<file path="config.mk">
export PLATFORM = sky130hd
export DESIGN_NAME = dma_host_programmer
export DESIGN_NICKNAME = d
export VERILOG_FILES = /design/src/rtl/dma_host_programmer.sv
export SDC_FILE = /design/constraint.sdc
export NUM_CORES = 1
export LEC_CHECK = 0
export CORE_MARGIN = 10
export CORE_UTILIZATION = 45
export CTS_BUF_LIST = sky130_fd_sc_hd__clkbuf_4
export DETAILED_ROUTE_END_ITERATION = 8
export DONT_BUFFER_PORTS = 1
export MAX_ROUTING_LAYER = met4
export PLACE_DENSITY = 0.61
export SYNTH_ARGS = -nofsm -noshare
export SYNTH_HDL_FRONTEND = slang
export SYNTH_SLANG_ARGS = --single-unit
</file>
<file path="constraint.sdc">
create_clock -name CLK -period 2 [get_ports CLK]
set_clock_uncertainty 0.05 [all_clocks]
set_input_delay 0 -clock CLK [delete_from_list [all_inputs] [get_ports CLK]]
set_output_delay 0 -clock CLK [all_outputs]
set_load 0.01 [all_outputs]
</file>
<file path="src/rtl/dma_host_programmer.sv">
`default_nettype none
// +--------------------------------------------------------------------+
// | dma_host_programmer: programs and polls a DMA controller through   |
// | its slave I/O port using timed CS_N/IOR_N/IOW_N bus cycles.        |
// | Revision: 1.0                                                      |
// +--------------------------------------------------------------------+
module dma_host_programmer #(
  parameter int STROBE_CYCLES   = 2,
  parameter int RECOVERY_CYCLES = 1,
  parameter int DATAWIDTH       = 8,
  parameter int ADDRESSWIDTH    = 16
) (
  input  logic                    CLK,
  input  logic                    RESET,
  input  logic                    cfg_valid,
  output logic                    cfg_ready,
  input  logic [1:0]              cfg_channel,
  input  logic [ADDRESSWIDTH-1:0] cfg_address,
  input  logic [ADDRESSWIDTH-1:0] cfg_count,
  input  logic [5:0]              cfg_mode,
  input  logic [7:0]              cfg_command,
  input  logic                    stat_req,
  output logic                    stat_valid,
  output logic [7:0]              stat_data,
  output logic                    busy,
  input  logic                    HLDA,
  output logic                    CS_N,
  output logic                    IOR_N,
  output logic                    IOW_N,
  output logic [3:0]              A,
  output logic [DATAWIDTH-1:0]    DB_OUT,
  output logic                    DB_OE,
  input  logic [DATAWIDTH-1:0]    DB_IN
);

  generate
    if (STROBE_CYCLES < 2 || RECOVERY_CYCLES < 1) begin : g_param_check
      $error("dma_host_programmer: STROBE_CYCLES must be >= 2 and RECOVERY_CYCLES >= 1");
    end
  endgenerate

  localparam int SW = $clog2(STROBE_CYCLES + 1);
  localparam int RW = $clog2(RECOVERY_CYCLES + 1);
  localparam logic [SW-1:0] STB_LAST = SW'(STROBE_CYCLES - 1);
  localparam logic [RW-1:0] REC_LAST = RW'(RECOVERY_CYCLES - 1);

  typedef enum logic [2:0] {
    S_IDLE    = 3'd0,
    S_SETUP   = 3'd1,
    S_STROBE  = 3'd2,
    S_HOLD    = 3'd3,
    S_RECOVER = 3'd4
  } state_t;

  state_t                  state_q, state_d;
  logic [2:0]              step_q, step_d;
  logic                    rd_q, rd_d;
  logic [SW-1:0]           stb_cnt_q, stb_cnt_d;
  logic [RW-1:0]           rec_cnt_q, rec_cnt_d;
  logic [1:0]              ch_q, ch_d;
  logic [ADDRESSWIDTH-1:0] addr_q, addr_d;
  logic [ADDRESSWIDTH-1:0] count_q, count_d;
  logic [5:0]              mode_q, mode_d;
  logic [7:0]              cmd_q, cmd_d;
  logic [3:0]              a_q, a_d;
  logic [DATAWIDTH-1:0]    db_q, db_d;
  logic [7:0]              stat_data_q, stat_data_d;

  // Register select and data byte for the step that follows step_q.
  logic [2:0] step_inc;
  logic [3:0] inc_a;
  logic [7:0] inc_byte;

  always_comb begin
    step_inc = step_q + 3'd1;
    inc_a    = 4'b1000;
    inc_byte = cmd_q;
    case (step_inc)
      3'd1: begin inc_a = {1'b0, ch_q, 1'b0}; inc_byte = addr_q[7:0];   end
      3'd2: begin inc_a = {1'b0, ch_q, 1'b0}; inc_byte = addr_q[15:8];  end
      3'd3: begin inc_a = {1'b0, ch_q, 1'b1}; inc_byte = count_q[7:0];  end
      3'd4: begin inc_a = {1'b0, ch_q, 1'b1}; inc_byte = count_q[15:8]; end
      3'd5: begin inc_a = 4'b1011;            inc_byte = {mode_q, ch_q}; end
      default: ;
    endcase
  end

  always_comb begin
    state_d     = state_q;
    step_d      = step_q;
    rd_d        = rd_q;
    stb_cnt_d   = stb_cnt_q;
    rec_cnt_d   = rec_cnt_q;
    ch_d        = ch_q;
    addr_d      = addr_q;
    count_d     = count_q;
    mode_d      = mode_q;
    cmd_d       = cmd_q;
    a_d         = a_q;
    db_d        = db_q;
    stat_data_d = stat_data_q;
    cfg_ready   = (state_q == S_IDLE) && !HLDA;

    case (state_q)
      S_IDLE: begin
        if (cfg_ready && cfg_valid) begin
          ch_d    = cfg_channel;
          addr_d  = cfg_address;
          count_d = cfg_count;
          mode_d  = cfg_mode;
          cmd_d   = cfg_command;
          step_d  = 3'd0;
          rd_d    = 1'b0;
          a_d     = 4'b1100;
          db_d    = '0;
          state_d = S_SETUP;
        end else if (cfg_ready && stat_req) begin
          step_d  = 3'd0;
          rd_d    = 1'b1;
          a_d     = 4'b1000;
          db_d    = '0;
          state_d = S_SETUP;
        end
      end
      S_SETUP: begin
        stb_cnt_d = '0;
        state_d   = S_STROBE;
      end
      S_STROBE: begin
        if (stb_cnt_q == STB_LAST) begin
          if (rd_q) stat_data_d = DB_IN[7:0];
          state_d = S_HOLD;
        end else begin
          stb_cnt_d = stb_cnt_q + SW'(1);
        end
      end
      S_HOLD: begin
        rec_cnt_d = '0;
        state_d   = S_RECOVER;
      end
      S_RECOVER: begin
        // HLDA only gates the start of the next bus cycle; the count stays parked.
        if (rec_cnt_q != REC_LAST) begin
          rec_cnt_d = rec_cnt_q + RW'(1);
        end else if (!HLDA) begin
          if (rd_q || step_q == 3'd6) begin
            state_d = S_IDLE;
          end else begin
            step_d  = step_inc;
            a_d     = inc_a;
            db_d    = DATAWIDTH'(inc_byte);
            state_d = S_SETUP;
          end
        end
      end
      default: state_d = S_IDLE;
    endcase
  end

  always_ff @(posedge CLK) begin
    if (RESET) begin
      state_q     <= S_IDLE;
      step_q      <= '0;
      rd_q        <= 1'b0;
      stb_cnt_q   <= '0;
      rec_cnt_q   <= '0;
      ch_q        <= '0;
      addr_q      <= '0;
      count_q     <= '0;
      mode_q      <= '0;
      cmd_q       <= '0;
      a_q         <= '0;
      db_q        <= '0;
      stat_data_q <= '0;
    end else begin
      state_q     <= state_d;
      step_q      <= step_d;
      rd_q        <= rd_d;
      stb_cnt_q   <= stb_cnt_d;
      rec_cnt_q   <= rec_cnt_d;
      ch_q        <= ch_d;
      addr_q      <= addr_d;
      count_q     <= count_d;
      mode_q      <= mode_d;
      cmd_q       <= cmd_d;
      a_q         <= a_d;
      db_q        <= db_d;
      stat_data_q <= stat_data_d;
    end
  end

  logic cs_active;
  assign cs_active  = (state_q == S_SETUP) || (state_q == S_STROBE) || (state_q == S_HOLD);
  assign busy       = (state_q != S_IDLE);
  assign CS_N       = !cs_active;
  assign IOW_N      = !((state_q == S_STROBE) && !rd_q);
  assign IOR_N      = !((state_q == S_STROBE) && rd_q);
  assign DB_OE      = cs_active && !rd_q;
  assign stat_valid = (state_q == S_HOLD) && rd_q;
  assign A          = a_q;
  assign DB_OUT     = db_q;
  assign stat_data  = stat_data_q;

endmodule
`default_nettype wire

</file>
Word level (Yosys, flattened, before mapping)
Cells that the tools add are included.
Storage, ports and cells
  register bits after elaboration: 78
  input bits: 61
  output and inout port bits: 27
  logic and storage cells: 95
Cells by class
  $add $sub $neg: 3
  equal/unequal tests: 17
  mux-type cells: 33
  reduce and logical (&&, ||, !) cells: 29
Operator list (count)
  8-bit two-way mux: 5
  8-bit one-hot mux with 5 select lines: 1
  3-bit two-way mux: 10
  4-bit two-way mux: 5
  8-bit one-hot mux with 2 select lines: 1
  3-bit one-hot mux with 5 select lines: 1
  3-bit by 2-bit == test with 1-bit output, second input constant: 4
  3-bit == test, second input constant: 4
  4-bit one-hot mux with 3 select lines: 1
  2-bit != test, second input constant: 5
  4-bit one-hot mux with 2 select lines: 1
  2-bit nonzero test: 4
  1-bit logical AND: 7
  3-bit by 1-bit == test with 1-bit output, second input constant: 2
  3-bit one-hot mux with 2 select lines: 1
  2-bit AND reduction: 3
  1-bit logical NOT: 5
  5-bit AND reduction: 1
  1-bit two-way mux: 4
  2-bit one-hot mux with 2 select lines: 1
  4-bit AND reduction: 1
  2-bit OR reduction: 2
  3-bit by 1-bit adder with 3-bit output, second input constant: 1
  3-bit logical NOT: 1
  9 further kinds: 11

Depth between registers and ports, before layout
Gate-level depths: netlist (run 1).
  depth after elaboration: 8
  depth in mapped cells: 8
  depth with buffers taken out: 6

Worst setup path before layout (run 1)
Ideal clock, no wire load.
  path type: reg-to-reg
  start point: register step_q[0]
  end point: register db_q[6] (netlist: DB_OUT[6])
  setup time: 0.120 ns
  arrival: 1.812 ns
  setup slack: 0.018 ns
  cell stages (with the launch flop): 9
  path buffers: 2
  cells stage by stage: dfxtp_1 -> inv_1 -> ha_1 -> clkbuf_1 -> a21o_1 -> a211oi_4 -> buf_6 -> nor3b_1 -> a211o_1
On the way
  word-level cells in the longest chain between the ends: 7
  elaborated cells between the ends (all ways): 15
  classes of those cells: add/sub: 1; eq/ne: 7; mux: 5; reduce/logical: 2
Ends and longest elaborated chain
  start: declaration: line 56  | logic [2:0] step_q, step_d;
  start signal: assignment: line 177  | step_q <= step_d;
  3-bit by 1-bit adder with 3-bit output: line 75  | step_inc = step_q + 3'd1;
  3-bit == test (tied with other cells): line 78  | case (step_inc)
  8-bit one-hot mux with 5 select lines: line 78
  8-bit two-way mux: line 146  | if (rd_q || step_q == 3'd6) begin
  8-bit two-way mux: line 145  | end else if (!HLDA) begin
  8-bit two-way mux: line 143  | if (rec_cnt_q != REC_LAST) begin
  8-bit one-hot mux with 2 select lines: line 104  | case (state_q)
  end signal: assignment: line 173  | db_q <= '0;
  end signal: assignment: line 187  | db_q <= db_d;
  end: declaration: line 66  | logic [DATAWIDTH-1:0] db_q, db_d;
Parallel ways exist; a longest one is shown, timed or not. The select of a mux whose other input is x is not followed.
A chain may end at the register's enable or synchronous reset.

Worst setup path in the final report (run 1)
  start point: register step_q[1]
  end point: register db_q[1] (netlist: DB_OUT[1])
Same word-level chain as after synthesis.

==> flow_metrics.env, run 1 <==
export IMPL_cp_start_kind="register"
export IMPL_cts_buffers=9
export IMPL_routed_wl_mm=9.58
export IMPL_dpl_hpwl_mm=6.51
export IMPL_clkTransAtPathRegs_ns=0.11
export IMPL_crit_arrival_ns=2.19
export IMPL_core_area_mm2=0.00725
export IMPL_slowest_stage="a222oi_1"
export IMPL_die_h_um=107
export IMPL_ioPinCount=88
export IMPL_tightest_slew_ns=0.500
export IMPL_path_max_fanout=6
export IMPL_power_leakage_nw=1.74
export IMPL_vdd_drop_max_uv=384
export IMPL_clockRootBuffer="clkbuf_4"
export IMPL_grt_max_degree=74
export IMPL_ys_flop_type="dfxtp_1"
export IMPL_cts_sink_count=77
export IMPL_viasPerCell=5.34
export IMPL_dr_pass1_iters=4
export IMPL_globalplace_congestion=0.834
export IMPL_crit_path_end_kind="register"
export IMPL_fin_crit_sh_pct=95.9
export IMPL_io_buffers=0
export IMPL_min_path_type="primary input to register"
export IMPL_cts_max_path_buffers=2
export IMPL_synth_net_count=463
export IMPL_finish_instance_area_mm2=0.00439
export IMPL_slew_headroom_pct=66.4
export IMPL_fin_crit_ns=1.92
export IMPL_cp_required_ns=2.27
export IMPL_wl_per_cell_um=17.1
export IMPL_antenna_found_initial=0
export IMPL_num_antenna_cells=0
export IMPL_vias=2999
export IMPL_synth_edf_count=0
export IMPL_track_usage_pct=17.4
export IMPL_rows=31
export IMPL_drv_slew=0
export IMPL_post_dp_cell_area_mm2=0.00350
export IMPL_gr_total_overflow=0
export IMPL_syn_inst=396
export IMPL_h_tree_depth=3
export IMPL_rsz0062_at_grt="no"
export IMPL_drv_cap=0
export IMPL_ys_seq_area_share_pct=45.8
export IMPL_drc=0
export IMPL_reg2reg_slack_ns=0.08
export IMPL_syn_to_final_growth_pct=30.2
export IMPL_die_w_um=107
export IMPL_setup_viol=0
export IMPL_first_global_vias=2961
export IMPL_netlist_area_mm2=0.00337
export IMPL_avgSynthCellArea_um2=8.51
export IMPL_ys_warn_count=0
export IMPL_yosysUniqueCellTypes=50
export IMPL_antenna_left=0
export IMPL_status="completed"
export IMPL_drt_first_iter_violations=149
export IMPL_final_hold_violation_count=0
export IMPL_synth_seq_cells=77
export IMPL_powerDensity_mw_per_mm2=694
export IMPL_max_freq_ghz=0.521
export IMPL_criticalPathCategory="register to register"
export IMPL_synth_async_reset_ratio_pct=0
export IMPL_crit_path_frequent_cell="buf_4"
export IMPL_die_area_mm2=0.0113
export IMPL_clkLatencyLatePin_ns=0.42
export IMPL_max_stage_delay_ns=0.37
export IMPL_tns_ns=0
export IMPL_cts_tree="done"
export IMPL_grt_pass1_wl_mm=15.5
export IMPL_initial_core_util_pct=46.4
export IMPL_fin_nets=527
export IMPL_final_layout_size_suffix_gt1_share_pct=13.8
export IMPL_path_cells="buf_4 > inv_2 > ha_4 > buf_4 > a222oi_1 > a21oi_1 > a221o_1"
-- Yosys cell counts, types with 4 or more instances --
master / count / area [um2]
a21oi_1: 60 / 300
a221o_1: 6 / 60.1
a221oi_1: 5 / 43.8
a222oi_1: 5 / 50.1
a22oi_1: 5 / 37.5
and3_1: 8 / 50.1
buf_2: 8 / 40.0
clkbuf_1: 17 / 63.8
dfxtp_1: 77 / 1540
ha_1: 6 / 75.1
inv_1: 5 / 18.8
mux2i_1: 11 / 110
nand2_1: 103 / 387
nand2b_1: 4 / 25.0
nand3_1: 4 / 20.0
nor2_1: 15 / 56.3
nor3_1: 7 / 35.0
-- timing repair --
item / CTS / global route
endpoints found under the setup margin: 5 / 11
hold buffers: 60 / 0
hold endpoints to repair: 77 / 0
buffers inserted: 2 / 2
gates resized for setup: 3 / 15
cloned: 0 / 0
pin swaps: 3 / 4
-- layer usage --
metal	GRT usage [%]	routed length, um	up-vias
met5	-	0	-
met4	3.97	65	0
met3	5.37	545	7
met2	27.7	4820	76
met1	21.3	4160	1412
li1	-	-	1504
-- final cells by class --
cell class              instances  area (um2)
clock buffers                   9        67.6
clock inverters                 5        77.6
fillers                       653        2870
inverters                       5        18.8
multi-input cells             282        1720
flip-flops and latches         77        1540
well taps                      99         124
repair buffers                 85         835
-- state kept, by name (all words and copies together), names as in the netlist --
signal / count
ch_q: 2
DB_OUT: 8
state_q: 3
stat_data: 8
rd_q: 1
addr_q: 16
stb_cnt_q: 2
A: 4
mode_q: 6
count_q: 16
cmd_q: 8
step_q: 3
-- through the flow --
stage	cells	total power, mW	hold WS [ns]	util (%)	setup slack, ns
2_1_floorplan	396	1.89	-0.0113	-	0.0182
3_3_place_gp	484	1.93	0.0287	48.2	0.0416
3_5_place_dp	484	1.94	0.0316	48.2	0.00360
4_1_cts	560	3.06	0.000591	59.1	0.00540
5_1_grt	562	3.20	0.00809	60.5	0.00157
6_report	562	3.04	0.00652	60.5	0.0818
-- final timing paths --
path,from,endpoint,depth (start not counted)
setup / recovery,step_q[1],DB_OUT[1],7
hold / removal,cfg_valid,rd_q,3
setup reg to reg,step_q[1],DB_OUT[1],7
hold reg to reg,addr_q[5],addr_q[5],2
-- critical path, delay by kind of cell, from the launching register on --
kind | cells | cell delay (ns)
AO/OA/AOI/OAI | 3 | 0.87
buffers and inverters | 3 | 0.37
flip-flops | 1 | 0.34
adder cells (fa/ha/maj) | 1 | 0.19
-- layout by cell type (no fill, tap or decap), types with 3 or more instances in the layout --
cell             n
a21oi_1         59
a221o_1          6
a221oi_1         4
a222oi_1         5
a22oi_1          5
and3_1           8
buf_4           22
clkbuf_4         9
dfxtp_1         75
dlygate4sd3_1   59
ha_1             3
ha_4             3
inv_1            3
mux2i_1         11
nand2_1        103
nand2b_1         4
nand3_1          4
nor2_1          15
nor3_1           6
nor3b_1          3
o21ai_0          3
o221ai_1         3
-- power by group --
group          switching [mW]  internal (mW)
combinational           0.201          0.195
clock                   0.511          0.490
sequential             0.0493           1.60
-- cells by family after synthesis --
logic type	after synthesis	share of synthesized area [%]
buffers and inverters	37	5.42
adders and majority gates	6	2.23
DFF	77	45.8
and+or+nand+nor	159	21.6
muxes	13	3.94
xor gates and xnor gates	3	1.00
AOI/OAI and AO/OA	101	20.1
(Power assumes the default switching activity.)
==> run 2: changes to the inputs <==
--- a/config.mk
+++ b/config.mk
@@ -8,3 +8,3 @@
 export CORE_MARGIN = 10
-export CORE_UTILIZATION = 45
+export CORE_UTILIZATION = 50
 export CTS_BUF_LIST = sky130_fd_sc_hd__clkbuf_4
@@ -13,3 +13,4 @@
 export MAX_ROUTING_LAYER = met4
-export PLACE_DENSITY = 0.61
+export PLACE_DENSITY = 0.67
+export SLEW_MARGIN = 10
 export SYNTH_ARGS = -nofsm -noshare
==> constraint.sdc (replaced) <==
create_clock -name CLK -period 2 [get_ports CLK]
set_clock_uncertainty 0.05 [all_clocks]
set_input_delay 0.4 -clock CLK [delete_from_list [all_inputs] [get_ports CLK]]
set_output_delay 0.4 -clock CLK [all_outputs]
set_load 0.01 [all_outputs]
==> run 2 against run 1 <==
  * Sequential share of layout area increased by 6.6 points
  * Global-route usage decreased by 1.0 points
  * Worst setup slack got worse by 0.040 ns
  * Core utilization decreased by 3.1 points
  * Fmax decreased by 2.0%
  * Sequential cell count unchanged
  * Routed wire length decreased by 11%
  * Non-clock buffer count decreased by 61
  * First-iteration DRC count increased by 25%
  * Sequential power about the same
==> flow_metrics.env, run 2 (synthesis results as in run 1) <==
export IMPL_post_dp_cell_area_mm2=0.00343
export IMPL_pwr_share_seq_pct=55.0
export IMPL_grt_pass1_wl_mm=13.2
export IMPL_vias=2818
export IMPL_min_path_type="primary input to register"
export IMPL_multi_input_area_mm2=0.00166
export IMPL_initial_core_util_pct=52.2
export IMPL_path_cells="buf_4 > ha_2 > buf_4 > a222oi_1 > a21oi_1 > a221o_1"
export IMPL_die_w_um=102
export IMPL_final_common_cell="nand2_1"
export IMPL_fin_crit_ns=1.96
export IMPL_antenna_left=0
export IMPL_nFillCells=614
export IMPL_tightest_slew_ns=0.503
export IMPL_num_antenna_cells=0
export IMPL_cp_required_ns=2.27
export IMPL_status="completed"
export IMPL_final_util_pct=57.4
export IMPL_clockRootBuffer="clkbuf_4"
export IMPL_final_layout_size_suffix_gt1_share_pct=14.9
export IMPL_grt_max_degree=69
export IMPL_globalplace_congestion=0.878
export IMPL_powerDensity_mw_per_mm2=808
export IMPL_core_area_mm2=0.00646
export IMPL_cts_sink_count=77
export IMPL_ioPinCount=88
export IMPL_max_freq_ghz=0.511
export IMPL_path_max_fanout=8
export IMPL_drt_first_iter_violations=186
export IMPL_fin_crit_sh_pct=97.9
export IMPL_gr_total_overflow=0
export IMPL_crit_family="compound AO/OA/AOI/OAI gates"
export IMPL_slowest_stage="a222oi_1"
export IMPL_routed_wl_mm=8.56
export IMPL_dr_pass1_iters=5
export IMPL_drv_cap=0
export IMPL_max_stage_delay_ns=0.41
export IMPL_rows=29
export IMPL_final_hold_violation_count=0
export IMPL_first_global_vias=2701
export IMPL_critical_path_buf_inv_count=2
export IMPL_p_sw_mw=0.777
export IMPL_drv_slew=0
export IMPL_largest_registers="addr_q (16), count_q (16)"
export IMPL_fin_nets=466
export IMPL_internal_power_mw=2.22
export IMPL_viasPerCell=5.86
export IMPL_io_buffers=0
export IMPL_crit_path_frequent_cell="buf_4"
export IMPL_wl_per_cell_um=17.8
export IMPL_finish_instance_area_mm2=0.00371
export IMPL_cts_max_path_buffers=2
export IMPL_crit_arrival_ns=2.23
export IMPL_power_leakage_nw=1.48
export IMPL_slew_headroom_pct=66.4
export IMPL_tns_ns=0
export IMPL_setup_viol=0
export IMPL_syn_to_final_growth_pct=10.0
export IMPL_switching_share_pct=25.9
export IMPL_dpl_hpwl_mm=6.15
export IMPL_crit_path_end_kind="register"
export IMPL_track_usage_pct=16.4
export IMPL_comb_power_share_pct=9.2
export IMPL_power_frac_clock_pct=35.8
export IMPL_hp_start="cfg_address[2]"
export IMPL_reg2reg_slack_ns=0.04
export IMPL_startpoint="step_q[1]"
export IMPL_cts_tree="done"
export IMPL_regArea_mm2=0.00155
export IMPL_mostFrequentLayoutCells="nand2_1, dfxtp_1, a21oi_1"
export IMPL_timing_hold_ws_ns=0.0464
export IMPL_die_area_mm2=0.0104
export IMPL_clkLatencyLatePin_ns=0.42
export IMPL_die_h_um=102
export IMPL_cts_buffers=9
export IMPL_antenna_found_initial=0
export IMPL_r2r_start="step_q[1]"
export IMPL_drc=0
export IMPL_vdd_drop_max_uv=583
export IMPL_cp_start_kind="register"
export IMPL_clkTransAtPathRegs_ns=0.13
export IMPL_h_tree_depth=3
export IMPL_criticalPathCategory="register to register"
run 2: changes by cell type in the layout (fill, tap and decap cells not counted), moves of 2 or more:
cell           before  now
inv_2               2    0
ha_2                0    2
dlygate4sd3_1      59    0
inv_1               3    5
dfxtp_1            75   73
inv_6               0    2
ha_4                3    0
run 2: final cells by class:
type,instances,area share [%]
clock buffers,9,1.82
clock inverters,7,2.63
inverters,5,0.506
multi-input cells,282,44.9
flip-flops and latches,77,41.8
well taps,77,2.60
repair buffers,24,5.74
run 2: what timing repair did:
item / in CTS / in global routing
hold buffers: 1 / 0
setup endpoints to repair: 4 / 13
endpoints found under the hold margin: 68 / 0
resized for setup: 4 / 6
pin swaps: 0 / 3
buffers inserted: 0 / 7
run 2: power groups by stage:
stage	combinational (mW)	clock, mW	sequential [mW]
floorplan	0.230	0	1.66
global placement	0.236	0	1.68
detailed placement	0.242	0	1.69
CTS	0.271	1.10	1.65
global route	0.309	1.17	1.66
finish	0.275	1.07	1.65
run 2: layer usage:
layer / part of all wire (%) / vias up / wire length (um) / global-route usage, %
met5: 0 / - / 0 / -
met4: 1.7 / 0 / 148 / 4.23
met3: 8.5 / 15 / 729 / 6.41
met2: 47 / 106 / 3990 / 24.8
met1: 43 / 1304 / 3700 / 19.9
li1: - / 1393 / - / -
run 2: final timing paths:
kind                     to  cells after the start
setup reg to reg  DB_OUT[1]                      6
hold / removal    addr_q[2]                      2
setup / recovery  DB_OUT[1]                      6
hold reg to reg    cmd_q[5]                      2
run 2: worst reg2reg max path: cells and delay by family (launching register included):
kind / cells / cell delay, ns
buffers and inverters: 2 / 0.32
AOI/OAI and AO/OA: 3 / 0.93
adders and majority gates: 1 / 0.21
DFF: 1 / 0.36
run 2: through the flow:
stage / power (mW) / setup WS, ns / cells
after CTS: 3.03 / 0.00509 / 474
final: 3.00 / 0.0419 / 481
after global placement: 1.92 / 0.0515 / 457
after global routing: 3.13 / -0.0157 / 481
after detailed placement: 1.93 / 0.0140 / 457
after floorplan: 1.89 / 0.0182 / 396
